### src/rtl/fifo_ctrl.sv
// Synchronous FIFO controller driving an external dual-port RAM.
// Port A writes, port B reads with one cycle of registered latency.
module fifo_ctrl #(
   parameter int unsigned DATA     = 16,
   parameter int unsigned ADDR     = 5,
   parameter int unsigned AF_LEVEL = 28
) (
   input  logic            clK,
   input  logic            rST,
   input  logic            wr_EN,
   input  logic [DATA-1:0] wr_DATA,
   input  logic            rd_EN,
   output logic [DATA-1:0] rd_DATA,
   output logic            rd_VALID,
   output logic            full,
   output logic            empty,
   output logic            almost_FULL,
   output logic [ADDR:0]   count,
   output logic            wr_ERR,
   output logic            rd_ERR,
   output logic            a_port_WR,
   output logic [ADDR-1:0] a_port_ADDR,
   output logic [DATA-1:0] a_port_data_IN,
   output logic            b_port_WR,
   output logic [ADDR-1:0] b_port_ADDR,
   output logic [DATA-1:0] b_port_data_IN,
   input  logic [DATA-1:0] b_port_data_OUT
);

   localparam logic [ADDR:0] Depth   = {1'b1, {ADDR{1'b0}}};
   localparam logic [ADDR:0] AfLevel = AF_LEVEL[ADDR:0];
   localparam logic [ADDR:0] One     = {{ADDR{1'b0}}, 1'b1};

   logic [ADDR:0] wr_ptr_q, wr_ptr_d;
   logic [ADDR:0] rd_ptr_q, rd_ptr_d;
   logic [ADDR:0] count_q, count_d;
   logic          empty_q, empty_d;
   logic          full_q, full_d;
   logic          af_q, af_d;
   logic          rd_valid_q, wr_err_q, rd_err_q;
   logic          wr_acc, rd_acc;

   // Gating on the registered flags keeps read and write on distinct addresses.
   assign wr_acc = wr_EN & ~full_q;
   assign rd_acc = rd_EN & ~empty_q;

   always_comb begin
      wr_ptr_d = wr_ptr_q;
      rd_ptr_d = rd_ptr_q;
      count_d  = count_q;
      if (wr_acc) begin
         wr_ptr_d = wr_ptr_q + One;
      end
      if (rd_acc) begin
         rd_ptr_d = rd_ptr_q + One;
      end
      unique case ({wr_acc, rd_acc})
         2'b10:   count_d = count_q + One;
         2'b01:   count_d = count_q - One;
         default: count_d = count_q;
      endcase
      empty_d = (count_d == '0);
      full_d  = (count_d == Depth);
      af_d    = (count_d >= AfLevel);
   end

   always_ff @(posedge clK or posedge rST) begin
      if (rST) begin
         wr_ptr_q   <= '0;
         rd_ptr_q   <= '0;
         count_q    <= '0;
         empty_q    <= 1'b1;
         full_q     <= 1'b0;
         af_q       <= 1'b0;
         rd_valid_q <= 1'b0;
         wr_err_q   <= 1'b0;
         rd_err_q   <= 1'b0;
      end else begin
         wr_ptr_q   <= wr_ptr_d;
         rd_ptr_q   <= rd_ptr_d;
         count_q    <= count_d;
         empty_q    <= empty_d;
         full_q     <= full_d;
         af_q       <= af_d;
         rd_valid_q <= rd_acc;
         wr_err_q   <= wr_EN & full_q;
         rd_err_q   <= rd_EN & empty_q;
      end
   end

   assign a_port_WR      = wr_acc & ~rST;
   assign a_port_ADDR    = wr_ptr_q[ADDR-1:0];
   assign a_port_data_IN = wr_DATA;
   assign b_port_WR      = 1'b0;
   assign b_port_ADDR    = rd_ptr_q[ADDR-1:0];
   assign b_port_data_IN = '0;

   assign rd_DATA     = b_port_data_OUT;
   assign rd_VALID    = rd_valid_q;
   assign full        = full_q;
   assign empty       = empty_q;
   assign almost_FULL = af_q;
   assign count       = count_q;
   assign wr_ERR      = wr_err_q;
   assign rd_ERR      = rd_err_q;

endmodule

### config.mk
export PLATFORM = sky130hd
export DESIGN_NAME = fifo_ctrl
export DESIGN_NICKNAME = d
export VERILOG_FILES = /design/src/rtl/fifo_ctrl.sv
export SDC_FILE = /design/constraint.sdc
export NUM_CORES = 1
export LEC_CHECK = 0
export ABC_AREA = 1
export CAP_MARGIN = 20
export CORE_MARGIN = 2
export CORE_UTILIZATION = 39
export DETAILED_ROUTE_END_ITERATION = 8
export PLACE_DENSITY_LB_ADDON = 0.25
export SYNTH_ARGS = -nofsm -noshare
export SYNTH_HDL_FRONTEND = slang
export SYNTH_SLANG_ARGS = --single-unit
### constraint.sdc
create_clock -name clK -period 4.1 [get_ports clK]
set_clock_uncertainty 0.05 [all_clocks]
set_input_delay 0.82 -clock clK [delete_from_list [all_inputs] [get_ports clK]]
set_output_delay 0.82 -clock clK [all_outputs]
set_load 0.005 [all_outputs]
## After elaboration in Yosys (flattened, before gate mapping)

Cells that the tools add are included.
W data, S select, Z words.

| storage, ports and cells | value |
|---|---|
| output and inout bits | 72 |
| flip-flop bits (word level) | 24 |
| word-level logic and storage cells | 27 |
| input port bits | 36 |

| operators by class | value |
|---|---|
| muxes and demuxes | 1 |
| reduce and logical (&&, ||, !) cells | 1 |
| bitwise gates (word level) | 8 |
| $add $sub $neg | 4 |
| order comparisons | 1 |
| equal/unequal tests | 3 |

Operator list:

| kind | count |
|---|---|
| $add A6 B1 Y6 const B | 3 |
| $pmux W6 S2 | 1 |
| $eq A6 B6 Y1 const B | 1 |
| $ge A6 B5 Y1 const B | 1 |
| $logic_not A6 Y1 | 1 |
| $sub A6 B1 Y6 const B | 1 |
| $and A1 B1 Y1 | 5 |
| $not A1 Y1 | 3 |
| $eq A2 B1 Y1 const B | 1 |
| $eq A2 B2 Y1 const B | 1 |

## Logic depth before layout (Yosys ltp)

Gate-level depths: netlist (run 1).

| depth | value |
|---|---|
| depth after elaboration | 5 |
| depth in mapped cells | 15 |
| depth with buffers taken out | 15 |

## Least setup slack after synthesis (run 1)

OpenSTA, ideal clock, no wires.

| timing | value |
|---|---|
| kind | input to register |
| start | in wr_EN |
| end | reg empty_q (netlist: empty) |
| arrival | 2272 ps |
| setup time | 67 ps |
| path buffers | 0 |
| slack | 1711 ps |
| data required time | 3983 ps |
| stages on the path | 13 |
| path through | inv_1 > nor2_1 > nor2_2 > nand2_1 > nand2_2 > ha_1 > or2_2 > or2_1 > nand3_2 > o21ai_2 > nor2_2 > nand3_1 > nor2_1 |

| between the ends | value |
|---|---|
| longest elaborated chain between the ends | 4 |
| elaborated cells on any way between the ends | 5 |
| classes of those cells | eq/ne: 2; mux: 1; bitwise: 1; reduce/logical: 1 |

RTL lines:

| element | RTL line | source |
|---|---|---|
| start, declared | 10 | `input logic wr_EN,` |
| $and A1 B1 Y1 * | 44 | `assign wr_acc = wr_EN & ~full_q;` |
| $eq A2 B1 Y1 or $eq A2 B2 Y1 (tied branches) | 57 | `unique case ({wr_acc, rd_acc})` |
| $pmux W6 S2 * | 57 |  |
| net count_d[2] | 36 | `logic [ADDR:0] count_q, count_d;` |
| $logic_not A6 Y1 * | 62 | `empty_d = (count_d == '0);` |
| net empty_d | 37 | `logic empty_q, empty_d;` |
| end signal, assigned | 82 | `empty_q <= empty_d;` |
| end, declared | 37 |  |

The timed path passes the listed nets; every way through them passes the cells marked *.
A chain may end at the register's enable or synchronous reset.

## Worst setup path in the final report (run 1)

| timing | value |
|---|---|
| start | in wr_EN |
| end | out a_port_WR |

| between the ends | value |
|---|---|
| longest elaborated chain between the ends | 2 |

RTL lines:

| element | RTL line | source |
|---|---|---|
| $and A1 B1 Y1 | 44 |  |
| $and A1 B1 Y1 | 91 | `assign a_port_WR = wr_acc & ~rST;` |
| end, declared | 21 | `output logic a_port_WR,` |

Every way passes these cells.

==> impl_metrics.env, run 1 <==
export IMPL_outcome="complete, no violations"
export IMPL_min_period_over_period_pct=73.5
export IMPL_timing_rr_end="full"
export IMPL_fp_dieArea_sq_um=4680
export IMPL_min_path_type="flop to flop"
export IMPL_post_synth_inst_count=204
export IMPL_setup_worst_path_class="input pin to output port"
export IMPL_first_pass_iters=4
export IMPL_htree_levels=1
export IMPL_synthToLayoutAreaGrowth_pct=4.64
export IMPL_worst_r2r_cell_count=13
export IMPL_worst_setup_path_endpoint="a_port_WR"
export IMPL_critPathLaunch="wr_EN"
export IMPL_num_rows=23
export IMPL_final_max_slew_viol_count=0
export IMPL_cpPeakStageDelay_ps=510
export IMPL_finalWorstPathRequiredPeriod_ps=3010
export IMPL_finalNetCount=241
export IMPL_critical_path_cell_by_cell="clkdlybuf4s50_1, nand2_2, nor2_1, clkdlybuf4s50_1"
export IMPL_post_route_cells_drive_above_1_share_pct=12.0
export IMPL_power_ir_vdd_worst_uv=325
export IMPL_rsz0062_at_grt="no"
export IMPL_most_used_dff_post_synth="sky130_fd_sc_hd__dfrtp_1"
export IMPL_worst_case_headroom_to_the_max_slew_limit_pct=45.7
export IMPL_max_cap_viol_count=0
export IMPL_maximum_fanout_count_along_the_critical_path=9
export IMPL_f_max_ghz=0.332
export IMPL_numPortBuffers=26
export IMPL_globalRouteTotalUtil_pct=12.3
export IMPL_syn_mean_instance_area_sq_um=7.93
export IMPL_r2r_start="empty"
export IMPL_setup_viols_final=0
export IMPL_grt_max_degree=23
export IMPL_place_worst_setup_slack_ps=997
export IMPL_grt_pass1_vias=969
export IMPL_instances_no_fill=250
export IMPL_cts_resized=0
export IMPL_netlist_top_cell_by_area="sky130_fd_sc_hd__dfrtp_1"
export IMPL_count_of_inserted_antenna_diode_cells=0
export IMPL_crit_cells=4
export IMPL_fp_coreArea_sq_um=4000
export IMPL_leakage_uw=0.000873
export IMPL_synth_top_cells_by_area="sky130_fd_sc_hd__dfrtp_1 (32%), sky130_fd_sc_hd__buf_4 (23%), sky130_fd_sc_hd__nand2_1 (11%)"
export IMPL_cts_repair_timing_setup_buffer_count=0
export IMPL_worst_path_buf_inv=2
export IMPL_ff2ff_setup_slack_ps=1800
export IMPL_tritoncts="done"
export IMPL_timing_final_hold_violations=0
export IMPL_synth_top_cells_by_count="sky130_fd_sc_hd__buf_4 (49), sky130_fd_sc_hd__nand2_1 (46), sky130_fd_sc_hd__dfrtp_1 (21), sky130_fd_sc_hd__inv_1 (21), sky130_fd_sc_hd__nand3_1 (18)"
export IMPL_number_of_flops_mapped_to_enable_cells_by_yosys=0
export IMPL_dr_drc_count=0
export IMPL_number_of_antenna_violations_at_the_first_check_in_global_routing=0
export IMPL_clockRootBuffer="sky130_fd_sc_hd__clkbuf_8"
export IMPL_ys_seq_area_share_pct=34.1
export IMPL_cts_clk_slew_worst_paths_ps=80
export IMPL_tightest_slew_ps=814
export IMPL_synthesis_area_sq_um=1620
export IMPL_vias=1066
export IMPL_netlist_cell_type_count=24
export IMPL_worst_setup_path_start_kind="input pin"
export IMPL_dp_cells=246
export IMPL_fp_dieH_um=68.4
export IMPL_gp_routability_congestion=0.861
export IMPL_overall_routed_net_length_mm=2.77
export IMPL_detail_route_antenna_nets=0
export IMPL_grt_pass1_wl_mm=4.28
export IMPL_grt_overflow_total=0
export IMPL_design_portCount=108
export IMPL_wl_per_cell_um=11.1
export IMPL_floorplan_initialDensity_pct=40.4
export IMPL_clock_tree_buffer_depth=2
export IMPL_end_kind="output port"
export IMPL_hpwlAfterDp_mm=2.16
export IMPL_synth_seq_cells=22
export IMPL_fillers=408
export IMPL_asyncSetResetFlopFracSynth_pct=100
export IMPL_numCtsBuffers=3
export IMPL_path_delay_family="buffers and inverters"
export IMPL_power_per_cell_area_nw_per_um2=695
export IMPL_numClockSinks=22
export IMPL_fin_setup_tns_ps=0
export IMPL_insertion_delay_ps=270
export IMPL_fp_dieW_um=68.4
export IMPL_cell_with_the_largest_stage_delay_on_the_worst_path="sky130_fd_sc_hd__clkdlybuf4s50_1"
export IMPL_critical_path_top_cell_by_count="sky130_fd_sc_hd__clkdlybuf4s50_1"
export IMPL_arrival_ps=2140
export IMPL_yosys_cell_count_top_type="sky130_fd_sc_hd__buf_4"
export IMPL_vias_per_cell=4.26
export IMPL_timing_final_ws_setup_ps=1090
export IMPL_number_of_hold_repair_buffers_added_at_the_cts_stage=0
export IMPL_detail_route_iter0_violations=33
export IMPL_worstPathRequired_ps=3230
export IMPL_synth_warnings=0
export IMPL_netlist_area_leader_share_pct=32.5
[final cells by class]
type	instances	area, sq um	share of cell area [%]
Inverter	23	86.3	5.10
Multi-Input combinational cell	125	661	39.0
Clock buffer	3	41.3	2.44
Timing Repair Buffer	26	260	15.4
Sequential cell	22	552	32.6
Clock inverter	1	30.0	1.77
Tap cell	50	62.6	3.70
[routing by layer]
| layer | wire length [um] | global-route usage [%] | vias up | share of wire [%] |
|---|---|---|---|---|
| met5 | 0 | 0 | - | 0 |
| met4 | 32 | 4.25 | 0 | 1.2 |
| met3 | 223 | 2.80 | 4 | 8.1 |
| met2 | 1220 | 19.6 | 38 | 44 |
| met1 | 1290 | 16.4 | 473 | 47 |
| li1 | - | - | 551 | - |
[cells in the final DEF (no fill, tap or decap), types with 2 or more instances in the layout]
cell,netlist,routed
sky130_fd_sc_hd__clkbuf_8,0,3
sky130_fd_sc_hd__inv_1,21,21
sky130_fd_sc_hd__or2_2,2,2
sky130_fd_sc_hd__nand2_1,46,46
sky130_fd_sc_hd__nand3_2,2,2
sky130_fd_sc_hd__or2_1,2,2
sky130_fd_sc_hd__nand2_2,6,6
sky130_fd_sc_hd__nand4_1,2,2
sky130_fd_sc_hd__clkdlybuf4s50_1,0,26
sky130_fd_sc_hd__xnor2_1,8,8
sky130_fd_sc_hd__nor2_1,8,8
sky130_fd_sc_hd__inv_2,2,2
sky130_fd_sc_hd__dfrtp_1,21,21
sky130_fd_sc_hd__ha_1,4,4
sky130_fd_sc_hd__nand3_1,18,18
sky130_fd_sc_hd__nor2_2,3,3
sky130_fd_sc_hd__xor2_1,2,2
sky130_fd_sc_hd__conb_1,1,17
[through the flow]
stage | utilization (%) | hold WS, ps | cell area (sq um) | power, uW
after detailed placement | 40.5 | 415 | 1620 | 981
final | 42.3 | 420 | 1690 | 1180
after CTS | 42.3 | 429 | 1690 | 1190
after global placement | 40.5 | 411 | 1620 | 984
after floorplan | - | 418 | 1680 | 763
after global routing | 42.3 | 446 | 1690 | 1270
[report_power, final]
group	switching [uW]	internal, uW	total, uW
clock	72.1	131	203
sequential	102	308	410
combinational	264	300	564
total	438	739	1180
[worst min-delay path by stage]
stage | from | endpoint | slack [ps] | cells after the start
detailed placement | rd_ptr_q[4] | rd_ptr_q[4] | 410 | 1
global placement | rd_ptr_q[4] | rd_ptr_q[4] | 410 | 1
finish | rd_ptr_q[4] | rd_ptr_q[4] | 420 | 1
floorplan | rd_ptr_q[4] | rd_ptr_q[4] | 420 | 1
CTS | rd_ptr_q[4] | rd_ptr_q[4] | 430 | 1
global route | rd_ptr_q[4] | rd_ptr_q[4] | 450 | 1
[worst register-to-register path, cell delays in order (launching register included)]
cell and delay (ps):
sky130_fd_sc_hd__dfstp_2 630, sky130_fd_sc_hd__inv_1 80, sky130_fd_sc_hd__nand2_2 120, sky130_fd_sc_hd__nor2_2 70, sky130_fd_sc_hd__nand2_1 80, sky130_fd_sc_hd__nand2_2 60, sky130_fd_sc_hd__ha_1 160, sky130_fd_sc_hd__or2_2 310
sky130_fd_sc_hd__or2_1 240, sky130_fd_sc_hd__nand3_2 60, sky130_fd_sc_hd__o21ai_2 70, sky130_fd_sc_hd__nor2_2 80, sky130_fd_sc_hd__nand3_1 90, sky130_fd_sc_hd__nor2_1 120
[registers in the layout, indices dropped and copies added, names as in the netlist]
signal       cells
wr_ptr_q         5
empty            1
count            6
wr_ERR           1
rd_VALID         1
rd_ERR           1
rd_ptr_q         5
almost_FULL      1
full             1
[kinds of logic after synthesis]
kind of cell    count (synthesis)  share of synthesized area, %
compound gates                  2                         0.851
xor+xnor                       10                          5.41
fa+ha+maj                       4                          3.09
buf+inv                        73                          28.8
flops                          22                          34.1
other cells                     1                         0.232
simple gates                   92                          27.5
No activity file was read; power rests on OpenSTA's default activity.
==> inputs of run 2 (changes only) <==
--- a/config.mk
+++ b/config.mk
@@ -8,7 +8,7 @@
 export ABC_AREA = 1
 export CAP_MARGIN = 20
 export CORE_MARGIN = 2
-export CORE_UTILIZATION = 39
+export CORE_UTILIZATION = 36
 export DETAILED_ROUTE_END_ITERATION = 8
 export PLACE_DENSITY_LB_ADDON = 0.25
 export SYNTH_ARGS = -nofsm -noshare
==> constraint.sdc (replaced) <==
create_clock -name clK -period 2.8 [get_ports clK]
set_clock_uncertainty 0.05 [all_clocks]
set_input_delay 0.56 -clock clK [delete_from_list [all_inputs] [get_ports clK]]
set_output_delay 0.56 -clock clK [all_outputs]
set_load 0.005 [all_outputs]
==> run 2 against run 1 <==
Power is 42% higher. Global-route usage shrank 0.46 points. Critical path depth increased by 1. Clock power rose by 11%. Register-to-register slack worse by 1300 ps. Clock-buffer cell count increased by 1. Final area rose by 1.8%. First-iteration DRC count rose to 2.7 times the previous value.
==> impl_metrics.env, run 2 (synthesis gave the netlist of run 1 again) <==
export IMPL_leakage_uw=0.000895
export IMPL_clock_tree_buffer_depth=2
export IMPL_numCtsBuffers=3
export IMPL_arrival_ps=1980
export IMPL_grt_pass1_vias=1056
export IMPL_post_route_cells_drive_above_1_share_pct=14.6
export IMPL_clockRootBuffer="sky130_fd_sc_hd__clkbuf_8"
export IMPL_end_kind="output port"
export IMPL_vias_per_cell=4.29
export IMPL_number_of_hold_repair_buffers_added_at_the_cts_stage=0
export IMPL_finalNetCount=247
export IMPL_design_portCount=108
export IMPL_num_rows=24
export IMPL_largest_reg_flops=6
export IMPL_tritoncts="done"
export IMPL_htree_levels=1
export IMPL_synthToLayoutAreaGrowth_pct=6.57
export IMPL_min_period_over_period_pct=92.6
export IMPL_count_of_inserted_antenna_diode_cells=0
export IMPL_power_per_cell_area_nw_per_um2=967
export IMPL_numPortBuffers=26
export IMPL_hpwlAfterDp_mm=2.19
export IMPL_detail_route_iter0_violations=90
export IMPL_fp_coreArea_sq_um=4350
export IMPL_detail_route_antenna_nets=0
export IMPL_most_common_cell_after_layout_fill_and_taps_aside="sky130_fd_sc_hd__nand2_1"
export IMPL_grt_pass1_wl_mm=4.81
export IMPL_outcome="complete, no violations"
export IMPL_power_ir_vdd_worst_uv=382
export IMPL_dp_cells=254
export IMPL_rsz0062_at_grt="no"
export IMPL_wl_per_cell_um=10.8
export IMPL_number_of_antenna_violations_at_the_first_check_in_global_routing=0
export IMPL_worstPathRequired_ps=2190
export IMPL_hold_path_cell_cnt=1
export IMPL_instances_no_fill=258
export IMPL_fin_setup_tns_ps=0
export IMPL_fillers=441
export IMPL_setup_viols_final=0
export IMPL_insertion_delay_ps=260
export IMPL_cts_repair_timing_setup_buffer_count=0
export IMPL_grt_overflow_total=0
export IMPL_cts_clk_slew_worst_paths_ps=80
export IMPL_setup_worst_path_class="input pin to output port"
export IMPL_overall_routed_net_length_mm=2.78
export IMPL_fp_dieArea_sq_um=5050
export IMPL_final_max_slew_viol_count=0
export IMPL_floorplan_initialDensity_pct=37.2
export IMPL_timing_final_hold_violations=0
export IMPL_worst_setup_path_start_kind="input pin"
export IMPL_ff_latch_area_sq_um=552
export IMPL_gp_routability_congestion=0.900
export IMPL_globalRouteTotalUtil_pct=11.9
export IMPL_multi_input_comb_area_sq_um=661
export IMPL_f_max_ghz=0.386
export IMPL_fp_dieW_um=71.0
export IMPL_fp_dieH_um=71.0
export IMPL_maximum_fanout_count_along_the_critical_path=6
export IMPL_vias=1107
export IMPL_worst_r2r_cell_count=13
export IMPL_first_pass_iters=4
export IMPL_utilization_pct=39.6
export IMPL_mostFrequentLayoutCells="sky130_fd_sc_hd__nand2_1 (46), sky130_fd_sc_hd__clkdlybuf4s50_1 (26), sky130_fd_sc_hd__inv_1 (21), sky130_fd_sc_hd__dfrtp_1 (21), sky130_fd_sc_hd__nand3_1 (18)"
export IMPL_dr_drc_count=0
export IMPL_max_cap_viol_count=0
export IMPL_min_path_type="flop to flop"
export IMPL_finalWorstPathRequiredPeriod_ps=2590
export IMPL_grt_max_degree=23
export IMPL_numClockSinks=22
export IMPL_cts_resized=0
run 2: worst max-delay path: stages:
cell	delay, ps
sky130_fd_sc_hd__clkdlybuf4s50_1	520
sky130_fd_sc_hd__nand2_2	140
sky130_fd_sc_hd__buf_4	180
sky130_fd_sc_hd__nor2_1	80
sky130_fd_sc_hd__clkdlybuf4s50_1	500
run 2: metal layers:
layer	GRT usage (%)	wire length [um]	vias to the layer above
li1	-	-	561
met1	16.3	1320	494
met2	17.2	1210	47
met3	3.56	219	5
met4	5.24	34	0
met5	0	0	-
run 2: stage by stage:
stage                     hold slack [ps]  total power, uW  instance area [sq um]  setup WS [ps]
after detailed placement              420             1450                   1670           27.6
after global routing                  457             1830                   1720           82.2
final                                 430             1670                   1720            207
after CTS                             434             1680                   1720            191
after global placement                418             1460                   1670           79.5
after floorplan                       418             1120                   1680            671
run 2: final timing paths:
check / startpoint / endpoint / slack [ps]
max in group asynchronous: rST / empty / 1830
worst max register to register: empty / full / 520
min in group asynchronous: rST / wr_ptr_q[2] / 600
worst min register to register: rd_ptr_q[4] / rd_ptr_q[4] / 430
worst min-delay path: rd_ptr_q[4] / rd_ptr_q[4] / 430
worst max-delay path: wr_EN / a_port_WR / 210
run 2: final cells by class:
type,count,area share (%)
flip-flops and latches,22,32.0
multi-input cells,125,38.3
inverters,23,5.01
well taps,52,3.77
clock buffers,4,3.19
repair buffers,32,17.7
run 2: power by group:
| part | internal (uW) | switching, uW | leakage, uW | total (uW) |
|---|---|---|---|---|
| Clock | 125 | 100 | 0.0000288 | 226 |
| Combinational | 451 | 396 | 0.000602 | 847 |
| Sequential | 452 | 144 | 0.000264 | 596 |
==> inputs of run 3 (changes only) <==
--- a/config.mk
+++ b/config.mk
@@ -7,8 +7,10 @@
 export LEC_CHECK = 0
 export ABC_AREA = 1
 export CAP_MARGIN = 20
+export CELL_PAD_IN_SITES_DETAIL_PLACEMENT = 0
+export CELL_PAD_IN_SITES_GLOBAL_PLACEMENT = 1
 export CORE_MARGIN = 2
-export CORE_UTILIZATION = 36
+export CORE_UTILIZATION = 24
 export DETAILED_ROUTE_END_ITERATION = 8
 export PLACE_DENSITY_LB_ADDON = 0.25
 export SYNTH_ARGS = -nofsm -noshare
==> run 3 against run 2 <==
Wire length up 7.3%. First-iteration DRC count down 71%. Final cell count up 10%. Maximum frequency down 0.71%. Global-route usage down 3.3 points. Flip-flop and latch count unchanged. Critical endpoint unchanged. Highest routed layer unchanged.
==> impl_metrics.env, run 3 (synthesis gave the netlist of run 1 again) <==
export IMPL_outcome="complete, no violations"
export IMPL_grt_pass1_vias=1044
export IMPL_fp_dieArea_sq_um=7410
export IMPL_detail_route_antenna_nets=0
export IMPL_dpl_cell_area_sq_um=1710
export IMPL_wl_per_cell_um=10.5
export IMPL_vias_per_cell=3.87
export IMPL_floorplan_initialDensity_pct=25.2
export IMPL_overall_routed_net_length_mm=2.99
export IMPL_detail_route_iter0_violations=26
export IMPL_utilization_pct=27.7
export IMPL_timing_final_hold_violations=0
export IMPL_largest_reg_flops=6
export IMPL_cts_clk_slew_worst_paths_ps=80
export IMPL_rsz0062_at_grt="no"
export IMPL_fin_worst_hold_slack_ps=423
export IMPL_worstPathRequired_ps=2190
export IMPL_setup_worst_path_class="input pin to output port"
export IMPL_finalNetCount=248
export IMPL_mostFrequentLayoutCells="sky130_fd_sc_hd__nand2_1 (46), sky130_fd_sc_hd__clkdlybuf4s50_1 (26), sky130_fd_sc_hd__inv_1 (21), sky130_fd_sc_hd__dfrtp_1 (21), sky130_fd_sc_hd__nand3_1 (18)"
export IMPL_power_per_cell_area_nw_per_um2=970
export IMPL_min_path_type="flop to flop"
export IMPL_num_rows=29
export IMPL_final_max_slew_viol_count=0
export IMPL_cts_resized=0
export IMPL_grt_pass1_wl_mm=5.09
export IMPL_number_of_antenna_violations_at_the_first_check_in_global_routing=0
export IMPL_worst_setup_path_start_kind="input pin"
export IMPL_design_portCount=108
export IMPL_end_kind="output port"
export IMPL_f_max_ghz=0.383
export IMPL_instances_no_fill=284
export IMPL_number_of_hold_repair_buffers_added_at_the_cts_stage=0
export IMPL_fp_dieW_um=86.1
export IMPL_min_period_over_period_pct=93.3
export IMPL_dp_cells=280
export IMPL_numPortBuffers=26
export IMPL_grt_overflow_total=0
export IMPL_post_route_cells_drive_above_1_share_pct=15.0
export IMPL_maximum_fanout_count_along_the_critical_path=6
export IMPL_first_pass_iters=4
export IMPL_fillers=690
export IMPL_hpwlAfterDp_mm=2.46
export IMPL_numCtsBuffers=3
export IMPL_globalRouteTotalUtil_pct=8.56
export IMPL_cts_repair_timing_setup_buffer_count=0
export IMPL_most_common_cell_after_layout_fill_and_taps_aside="sky130_fd_sc_hd__nand2_1"
export IMPL_numClockSinks=22
export IMPL_final_area_sq_um=1780
export IMPL_clock_tree_buffer_depth=2
export IMPL_max_cap_viol_count=0
export IMPL_insertion_delay_ps=260
export IMPL_power_ir_vdd_worst_uv=464
export IMPL_leakage_uw=0.000907
export IMPL_arrival_ps=2000
export IMPL_tritoncts="done"
export IMPL_setup_viols_final=0
export IMPL_vias=1100
export IMPL_grt_max_degree=23
export IMPL_gp_routability_congestion=0.734
export IMPL_fp_coreArea_sq_um=6420
export IMPL_clockRootBuffer="sky130_fd_sc_hd__clkbuf_8"
export IMPL_fin_setup_tns_ps=0
export IMPL_htree_levels=1
export IMPL_count_of_inserted_antenna_diode_cells=0
export IMPL_finalWorstPathRequiredPeriod_ps=2610
export IMPL_synthToLayoutAreaGrowth_pct=9.98
export IMPL_fp_dieH_um=86.1
export IMPL_dr_drc_count=0
[run 3: worst paths after layout]
check,startpoint,end,slack (ps),cells after the start
max,wr_EN,a_port_WR,190,5
min,rd_ptr_q[4],rd_ptr_q[4],420,1
max reg2reg,empty,empty,540,13
min reg2reg,rd_ptr_q[4],rd_ptr_q[4],420,1
max in group asynchronous,rST,empty,1810,3
min in group asynchronous,rST,wr_ERR,610,3
[run 3: where the power goes]
part           leakage (uW)  switching, uW  internal, uW
logic              0.000607            393           451
clock network     0.0000357            101           191
registers          0.000264            138           452
[run 3: area by class of cell]
class / instances / area, sq um / share of cell area (%)
clock buffers: 3 / 41.3 / 2.32
clock inverters: 1 / 30.0 / 1.69
inverters: 23 / 86.3 / 4.85
multi-input cells: 125 / 661 / 37.1
flip-flops and latches: 22 / 552 / 31.0
well taps: 77 / 96.3 / 5.41
repair buffers: 33 / 313 / 17.6
[run 3: per-layer routing]
layer / up-vias / global-route usage [%] / share of wire (%)
met2: 25 / 13.8 / 47
met4: 0 / 2.02 / 0.47
met1: 508 / 11.3 / 47
met5: - / 0 / 0
met3: 4 / 2.41 / 6.3
li1: 563 / - / -
[run 3: worst max-delay path: stages]
cell,delay (ps)
sky130_fd_sc_hd__clkdlybuf4s50_1,510
sky130_fd_sc_hd__nand2_2,150
sky130_fd_sc_hd__buf_4,200
sky130_fd_sc_hd__nor2_1,80
sky130_fd_sc_hd__clkdlybuf4s50_1,500
[run 3: stage by stage]
step	power [uW]	worst slack [ps]
final	1730	188
after global routing	1890	111
after floorplan	1120	671
after detailed placement	1460	40.0
after global placement	1480	95.0
after CTS	1760	171
